<file path="config.mk">
export PLATFORM = sky130hd
export DESIGN_NAME = mem_arbiter
export DESIGN_NICKNAME = d
export VERILOG_FILES = /design/src/rtl/mem_arbiter.sv
export SDC_FILE = /design/constraint.sdc
export NUM_CORES = 1
export LEC_CHECK = 0
export BUFFER_PORTS_ARGS = -buffer_cell sky130_fd_sc_hd__buf_2
export CAP_MARGIN = 40
export CORE_MARGIN = 10
export CORE_UTILIZATION = 45
export CTS_CLUSTER_DIAMETER = 30
export DETAILED_ROUTE_END_ITERATION = 8
export PLACE_DENSITY = 0.84
export SLEW_MARGIN = 0
export SYNTH_ARGS = -nofsm -noshare
export SYNTH_HDL_FRONTEND = slang
export SYNTH_SLANG_ARGS = --single-unit
</file>
<file path="constraint.sdc">
create_clock -name i_clk -period 1.9 [get_ports i_clk]
set_input_delay 0.285 -clock i_clk [delete_from_list [all_inputs] [get_ports i_clk]]
set_output_delay 0.285 -clock i_clk [all_outputs]
set_load 0.01 [all_outputs]
</file>
<file path="src/rtl/mem_arbiter.sv">
// mem_arbiter: shares one single-port memory between the instruction-fetch (IF)
// and data (D) requesters. Each access runs issue -> wait -> respond, and read
// data is returned to the owner of the access.
//
// Optional feature: define ARB_STARVE_GUARD_EN to bound how many consecutive
// D grants may be made while IF is waiting. Without it, D has strict priority.
//
// Ports
//   i_clk, i_reset_n           clock, async active-low reset
//   i_if_req/i_if_addr         IF read request (held until o_if_gnt)
//   o_if_gnt/o_if_rvalid       IF accept pulse / read-data-valid pulse
//   o_if_rdata                 IF read data, held until the next IF read returns
//   i_d_req/i_d_we/i_d_addr    D request (held until o_d_gnt), write flag, address
//   i_d_wdata                  D write data
//   o_d_gnt/o_d_rvalid         D accept pulse / read-data-valid pulse (reads only)
//   o_d_rdata                  D read data, held until the next D read returns
//   o_mem_en/o_mem_we          memory strobe / write enable
//   o_mem_addr/o_mem_wdata     memory address / write data
//   i_mem_rdata                memory read data
//   o_busy                     high whenever the FSM is not idle
//
// State table
//   state   | meaning
//   S_IDLE  | arbitrate; rvalid of a just-finished read shows here
//   S_ISSUE | drive the memory strobe for one cycle, pulse owner's gnt
//   S_WAIT  | read in flight; data valid in the last WAIT cycle
module mem_arbiter #(
   parameter int ADDR_W     = 32,
   parameter int DATA_W     = 32,
   parameter int MEM_LAT    = 1,
   parameter int STARVE_MAX = 4
) (
   input  logic              i_clk,
   input  logic              i_reset_n,
   input  logic              i_if_req,
   input  logic [ADDR_W-1:0] i_if_addr,
   output logic              o_if_gnt,
   output logic              o_if_rvalid,
   output logic [DATA_W-1:0] o_if_rdata,
   input  logic              i_d_req,
   input  logic              i_d_we,
   input  logic [ADDR_W-1:0] i_d_addr,
   input  logic [DATA_W-1:0] i_d_wdata,
   output logic              o_d_gnt,
   output logic              o_d_rvalid,
   output logic [DATA_W-1:0] o_d_rdata,
   output logic              o_mem_en,
   output logic              o_mem_we,
   output logic [ADDR_W-1:0] o_mem_addr,
   output logic [DATA_W-1:0] o_mem_wdata,
   input  logic [DATA_W-1:0] i_mem_rdata,
   output logic              o_busy
);

   localparam int CNT_W = (MEM_LAT > 1) ? $clog2(MEM_LAT) : 1;

   if (MEM_LAT < 1 || STARVE_MAX < 1) begin : g_bad_param
      $error("mem_arbiter: MEM_LAT and STARVE_MAX must be >= 1");
   end

   typedef enum logic [1:0] {S_IDLE, S_ISSUE, S_WAIT} state_t;

   state_t            state_q, state_d;
   logic [ADDR_W-1:0] addr_q;
   logic [DATA_W-1:0] wdata_q;
   logic              we_q;
   logic              owner_d_q;   // 1: current access belongs to D
   logic [CNT_W-1:0]  cnt_q;
   logic [DATA_W-1:0] if_rdata_q, d_rdata_q;
   logic              if_rvalid_q, d_rvalid_q;
   logic              force_if;
   logic              grant_d, grant_if, arb_now, rd_done;

   assign arb_now  = (state_q == S_IDLE);
   assign grant_d  = arb_now && i_d_req && !force_if;
   assign grant_if = arb_now && i_if_req && !grant_d;
   assign rd_done  = (state_q == S_WAIT) && (cnt_q == '0);

`ifdef ARB_STARVE_GUARD_EN
   localparam int SC_W = $clog2(STARVE_MAX + 1);
   logic [SC_W-1:0] starve_q;

   // Counts D wins taken while IF was waiting; at the limit IF is forced through.
   assign force_if = i_if_req && (starve_q == SC_W'(STARVE_MAX));

   always_ff @(posedge i_clk or negedge i_reset_n) begin
      if (!i_reset_n) begin
         starve_q <= '0;
      end else if (arb_now) begin
         if (grant_if || !i_if_req)
            starve_q <= '0;
         else if (grant_d)
            starve_q <= starve_q + 1'b1;
      end
   end
`else
   assign force_if = 1'b0;
`endif

   always_ff @(posedge i_clk or negedge i_reset_n) begin
      if (!i_reset_n) begin
         state_q     <= S_IDLE;
         addr_q      <= '0;
         wdata_q     <= '0;
         we_q        <= 1'b0;
         owner_d_q   <= 1'b0;
         cnt_q       <= '0;
         if_rdata_q  <= '0;
         d_rdata_q   <= '0;
         if_rvalid_q <= 1'b0;
         d_rvalid_q  <= 1'b0;
      end else begin
         state_q <= state_d;
         if (grant_d || grant_if) begin
            addr_q    <= grant_d ? i_d_addr : i_if_addr;
            wdata_q   <= grant_d ? i_d_wdata : '0;
            we_q      <= grant_d && i_d_we;
            owner_d_q <= grant_d;
         end
         if (state_q == S_ISSUE)
            cnt_q <= CNT_W'(MEM_LAT - 1);
         else if (state_q == S_WAIT && cnt_q != '0)
            cnt_q <= cnt_q - 1'b1;
         if_rvalid_q <= rd_done && !owner_d_q;
         d_rvalid_q  <= rd_done && owner_d_q;
         if (rd_done && !owner_d_q)
            if_rdata_q <= i_mem_rdata;
         if (rd_done && owner_d_q)
            d_rdata_q <= i_mem_rdata;
      end
   end

   always_comb begin
      state_d  = state_q;
      o_mem_en = 1'b0;
      o_if_gnt = 1'b0;
      o_d_gnt  = 1'b0;
      o_busy   = 1'b1;
      case (state_q)
         S_IDLE: begin
            o_busy = 1'b0;
            if (grant_d || grant_if)
               state_d = S_ISSUE;
         end
         S_ISSUE: begin
            o_mem_en = 1'b1;
            o_if_gnt = !owner_d_q;
            o_d_gnt  = owner_d_q;
            state_d  = we_q ? S_IDLE : S_WAIT;
         end
         S_WAIT: begin
            if (cnt_q == '0)
               state_d = S_IDLE;
         end
         default: state_d = S_IDLE;
      endcase
   end

   assign o_mem_we    = o_mem_en && we_q;
   assign o_mem_addr  = addr_q;
   assign o_mem_wdata = wdata_q;
   assign o_if_rdata  = if_rdata_q;
   assign o_d_rdata   = d_rdata_q;
   assign o_if_rvalid = if_rvalid_q;
   assign o_d_rvalid  = d_rvalid_q;

endmodule
</file>
==> key figures <==
GRT
  • Pin count of the biggest net entering global routing: between 60 and 70
  • First-pass GRT wire length: around 24000 um
  • Vias in the first global route: 4517
  • Gr ovfl total: 0
  • Initial antenna violation count: 0
  • Overall Global Routing Usage: 0.183

Clock tree
  • Num Clock Sinks: 135
  • CTS buffer count: 17
  • Worst-Skew Late Latency: 400 ps
  • CTS Buffer Depth: 2
  • Post-CTS setup repair buffer count: 0
  • CTS tree: done
  • Clk slew on worst S/H paths: 60 ps
  • H-tree depth: 4
  • CTS root buf: clkbuf_16

Synth
  • Yosys warnings: 0
  • Post-synthesis register bit count: ~140
  • Count of cell types in the netlist: 23
  • Sequential share of the synthesized area: 0.650
  • Leading area contributor after synthesis: dfrtp_1
  • Cell count after synthesis: ~340
  • Synth top area share: 0.650
  • Syn_nets: 476
  • Post-synthesis average cell area: 15.1 um2
  • Synth area leaders: dfrtp_1 65%, mux2_2 14%, a22o_1 5.6%
  • Cell Area, Synth: 5190 um2

STA
  • Worst clock skew: 7.28 ps
  • Slew Viols, Final: 0
  • Final Hold Fails: 0
  • Setup TNS: 0 ps
  • Hold_ws: 101 ps
  • Unrepaired setup endpoints after global routing: no
  • Rel. slew slack: 0.718
  • Max frequency: 0.586 GHz
  • Final critical-path share of the clock period: 0.898
  • Worst Tran Pin Value: 424 ps
  • Min cycle time layout: 1710 ps
  • Final setup viols: 0

Setup path
  • R2R Path End: o_d_rdata[26]
  • Worst path required time: about 1600 ps
  • Beginning of the worst register-to-register path: state_q[0]
  • Worst Setup Start Kind: flip-flop
  • Worst path top cell family by delay: flip-flops
  • Critical Path Fanout Max: 8
  • Flop2flop setup slack: 370 ps
  • CP Cell Sequence: nor2_2 > inv_1 > buf_2
  • Setup crit end kind: output port
  • Slowest CP cell: dfrtp_1
  • R2R cell count: 4
  • Critical path data arrival time: 1420 ps
  • Crit Path Category: reg -> out
  • Worst path max stage delay: 420 ps
  • Crit path buffers/inverters: 2

Layout
  • Diodes inserted: 0
  • Area Growth Syn to Fin: 41.9%
  • NumNets Final: between 700 and 800
  • Fraction of layout cells with a size suffix above 1: 0.605
  • Fillers: 836

Place
  • RePlAce Congestion: 0.785
  • Port Buffers: 267
  • Final HPWL DP: 11600 um

Power
  • Peak supply drop: 1030 uV
  • PD cells: between 1500 and 2000 nW/um2
  • Lkg Pwr: 0.00372 uW

Detailed routing
  • Post-Route WL: 15400 um
  • First-pass DRT Iterations: 5
  • Vias per inst: between 5 and 6
  • Drt wl/cell: 20.1 um
  • DRC Markers: 0
  • Starting DRT DRC Count: between 300 and 400
  • Vias post-DR: 4067
  • Routed Antenna Nets: 0

Floorplanning
  • # IOs: between 200 and 300
  • Die width: 127 um
  • Row count: 39
  • Starting density of the core: 0.457
  • Total die area: 16200 um2
  • Die Y: approximately 130 um
  • Area of the core: 11400 um2

Job
  • Max cap viols: 0

Hold path
  • Worst Hold Class: in -> reg
  • Hold EP: o_mem_wdata[7]
  • Hold Crit Depth: 2
  • Hold_sp: i_d_wdata[7]

Status
  • Status: finished, final reports clean
[what timing repair did]
item / 4_1_cts / 5_1_grt
hold buffers: 1 / 0
gates resized for setup: 0 / 1
setup endpoints to repair: 0 / 1
endpoints found under the hold margin: 44 / 0
[cells in the final DEF (no fill, tap or decap)]
master,n
buf_12,7
and3_1,1
nor2b_2,1
o2bb2ai_1,32
inv_8,2
nor2_1,1
dlygate4sd3_1,1
a21o_1,1
nand2_1,1
inv_6,3
a22o_1,33
nand2b_1,1
mux2_1,1
o21ai_4,1
clkinv_4,5
clkinv_2,1
mux2_2,63
dfrtp_1,135
buf_4,3
bufinv_16,3
buf_2,266
clkbuf_16,17
buf_6,1
nand2b_4,1
nor2_2,1
a22oi_1,32
and2_1,3
clkinvlp_4,1
nor3b_4,1
inv_1,4
o22ai_1,1
nor3_4,1
[worst max-delay path by stage]
stage	slack [ps]	cells past startpoint	from	end
3_3_place_gp	430	4	state_q[0]	o_d_rdata[24]
5_1_grt	70	3	state_q[1]	o_busy
4_1_cts	3	3	state_q[1]	o_busy
6_report	190	3	state_q[1]	o_busy
2_1_floorplan	420	4	state_q[0]	o_d_rdata[10]
3_5_place_dp	370	4	state_q[1]	o_mem_addr[6]
[stage by stage]
stage          instance area [um2]  total power, uW   util  std cells  worst slack (ps)
2_1_floorplan                 5190             7900      -        343               418
3_3_place_gp                  6740            10100  0.593        735               432
3_5_place_dp                  6740            10300  0.593        735               369
4_1_cts                       7370            13800  0.648        768              3.50
5_1_grt                       7370            14400  0.648        768              68.3
6_report                      7370            13700  0.648        768               193
[sequential cells by signal, indices dropped and copies added, names as in the netlist]
signal       count
cnt_q            1
o_d_rdata       32
o_d_rvalid       1
o_if_rdata      32
o_if_rvalid      1
o_mem_addr      32
o_mem_wdata     32
owner_d_q        1
state_q          2
we_q             1
[worst reg2reg max path: stages, from the launching register on]
cell and delay [ps]:
dfrtp_1 400, nand2b_4 180, nor3b_4 220, buf_12 240
mux2_2 380
[cell families (layout without fill, tap and decap cells)]
logic type	count (synthesis)	after routing	share of synthesized area
muxes	64	64	0.139
DFF	135	135	0.650
and+or+nand+nor	12	12	0.0188
buffers and inverters	32	314	0.0325
AOI/OAI and AO/OA	100	100	0.159
[cell type report]
type,count,area (um2),area share
clock inverters,15,195,0.0265
clock buffers,17,425,0.0577
inverters,4,15.0,0.00204
flip-flops and latches,135,3380,0.458
repair buffers,278,1520,0.206
multi-input cells,176,1660,0.226
well taps,143,179,0.0243
[where the power goes]
group          leakage (uW)  internal, uW  total, uW  switching, uW
Clock              0.000302          2100       3420           1320
Combinational       0.00176          2490       5160           2660
Sequential          0.00166          4300       5080            787
[per-layer routing]
metal,up-vias,part of all wire,track usage
met5,-,0,0
met1,2011,0.40,0.203
li1,1837,-,-
met3,18,0.086,0.0815
met2,201,0.50,0.306
met4,0,0.014,0.0616
[cell usage after synthesis (all sizes together)]
| master | instances |
|---|---|
| a21o | 1 |
| a22o | 33 |
| a22oi | 32 |
| and2 | 3 |
| and3 | 1 |
| buf | 18 |
| clkbuf | 10 |
| dfrtp | 135 |
| inv | 4 |
| mux2 | 64 |
| nand2 | 1 |
| nand2b | 2 |
| nor2 | 2 |
| nor2b | 1 |
| nor3 | 1 |
| nor3b | 1 |
| o21ai | 1 |
| o22ai | 1 |
| o2bb2ai | 32 |
Power figures use the tool's default switching activity.
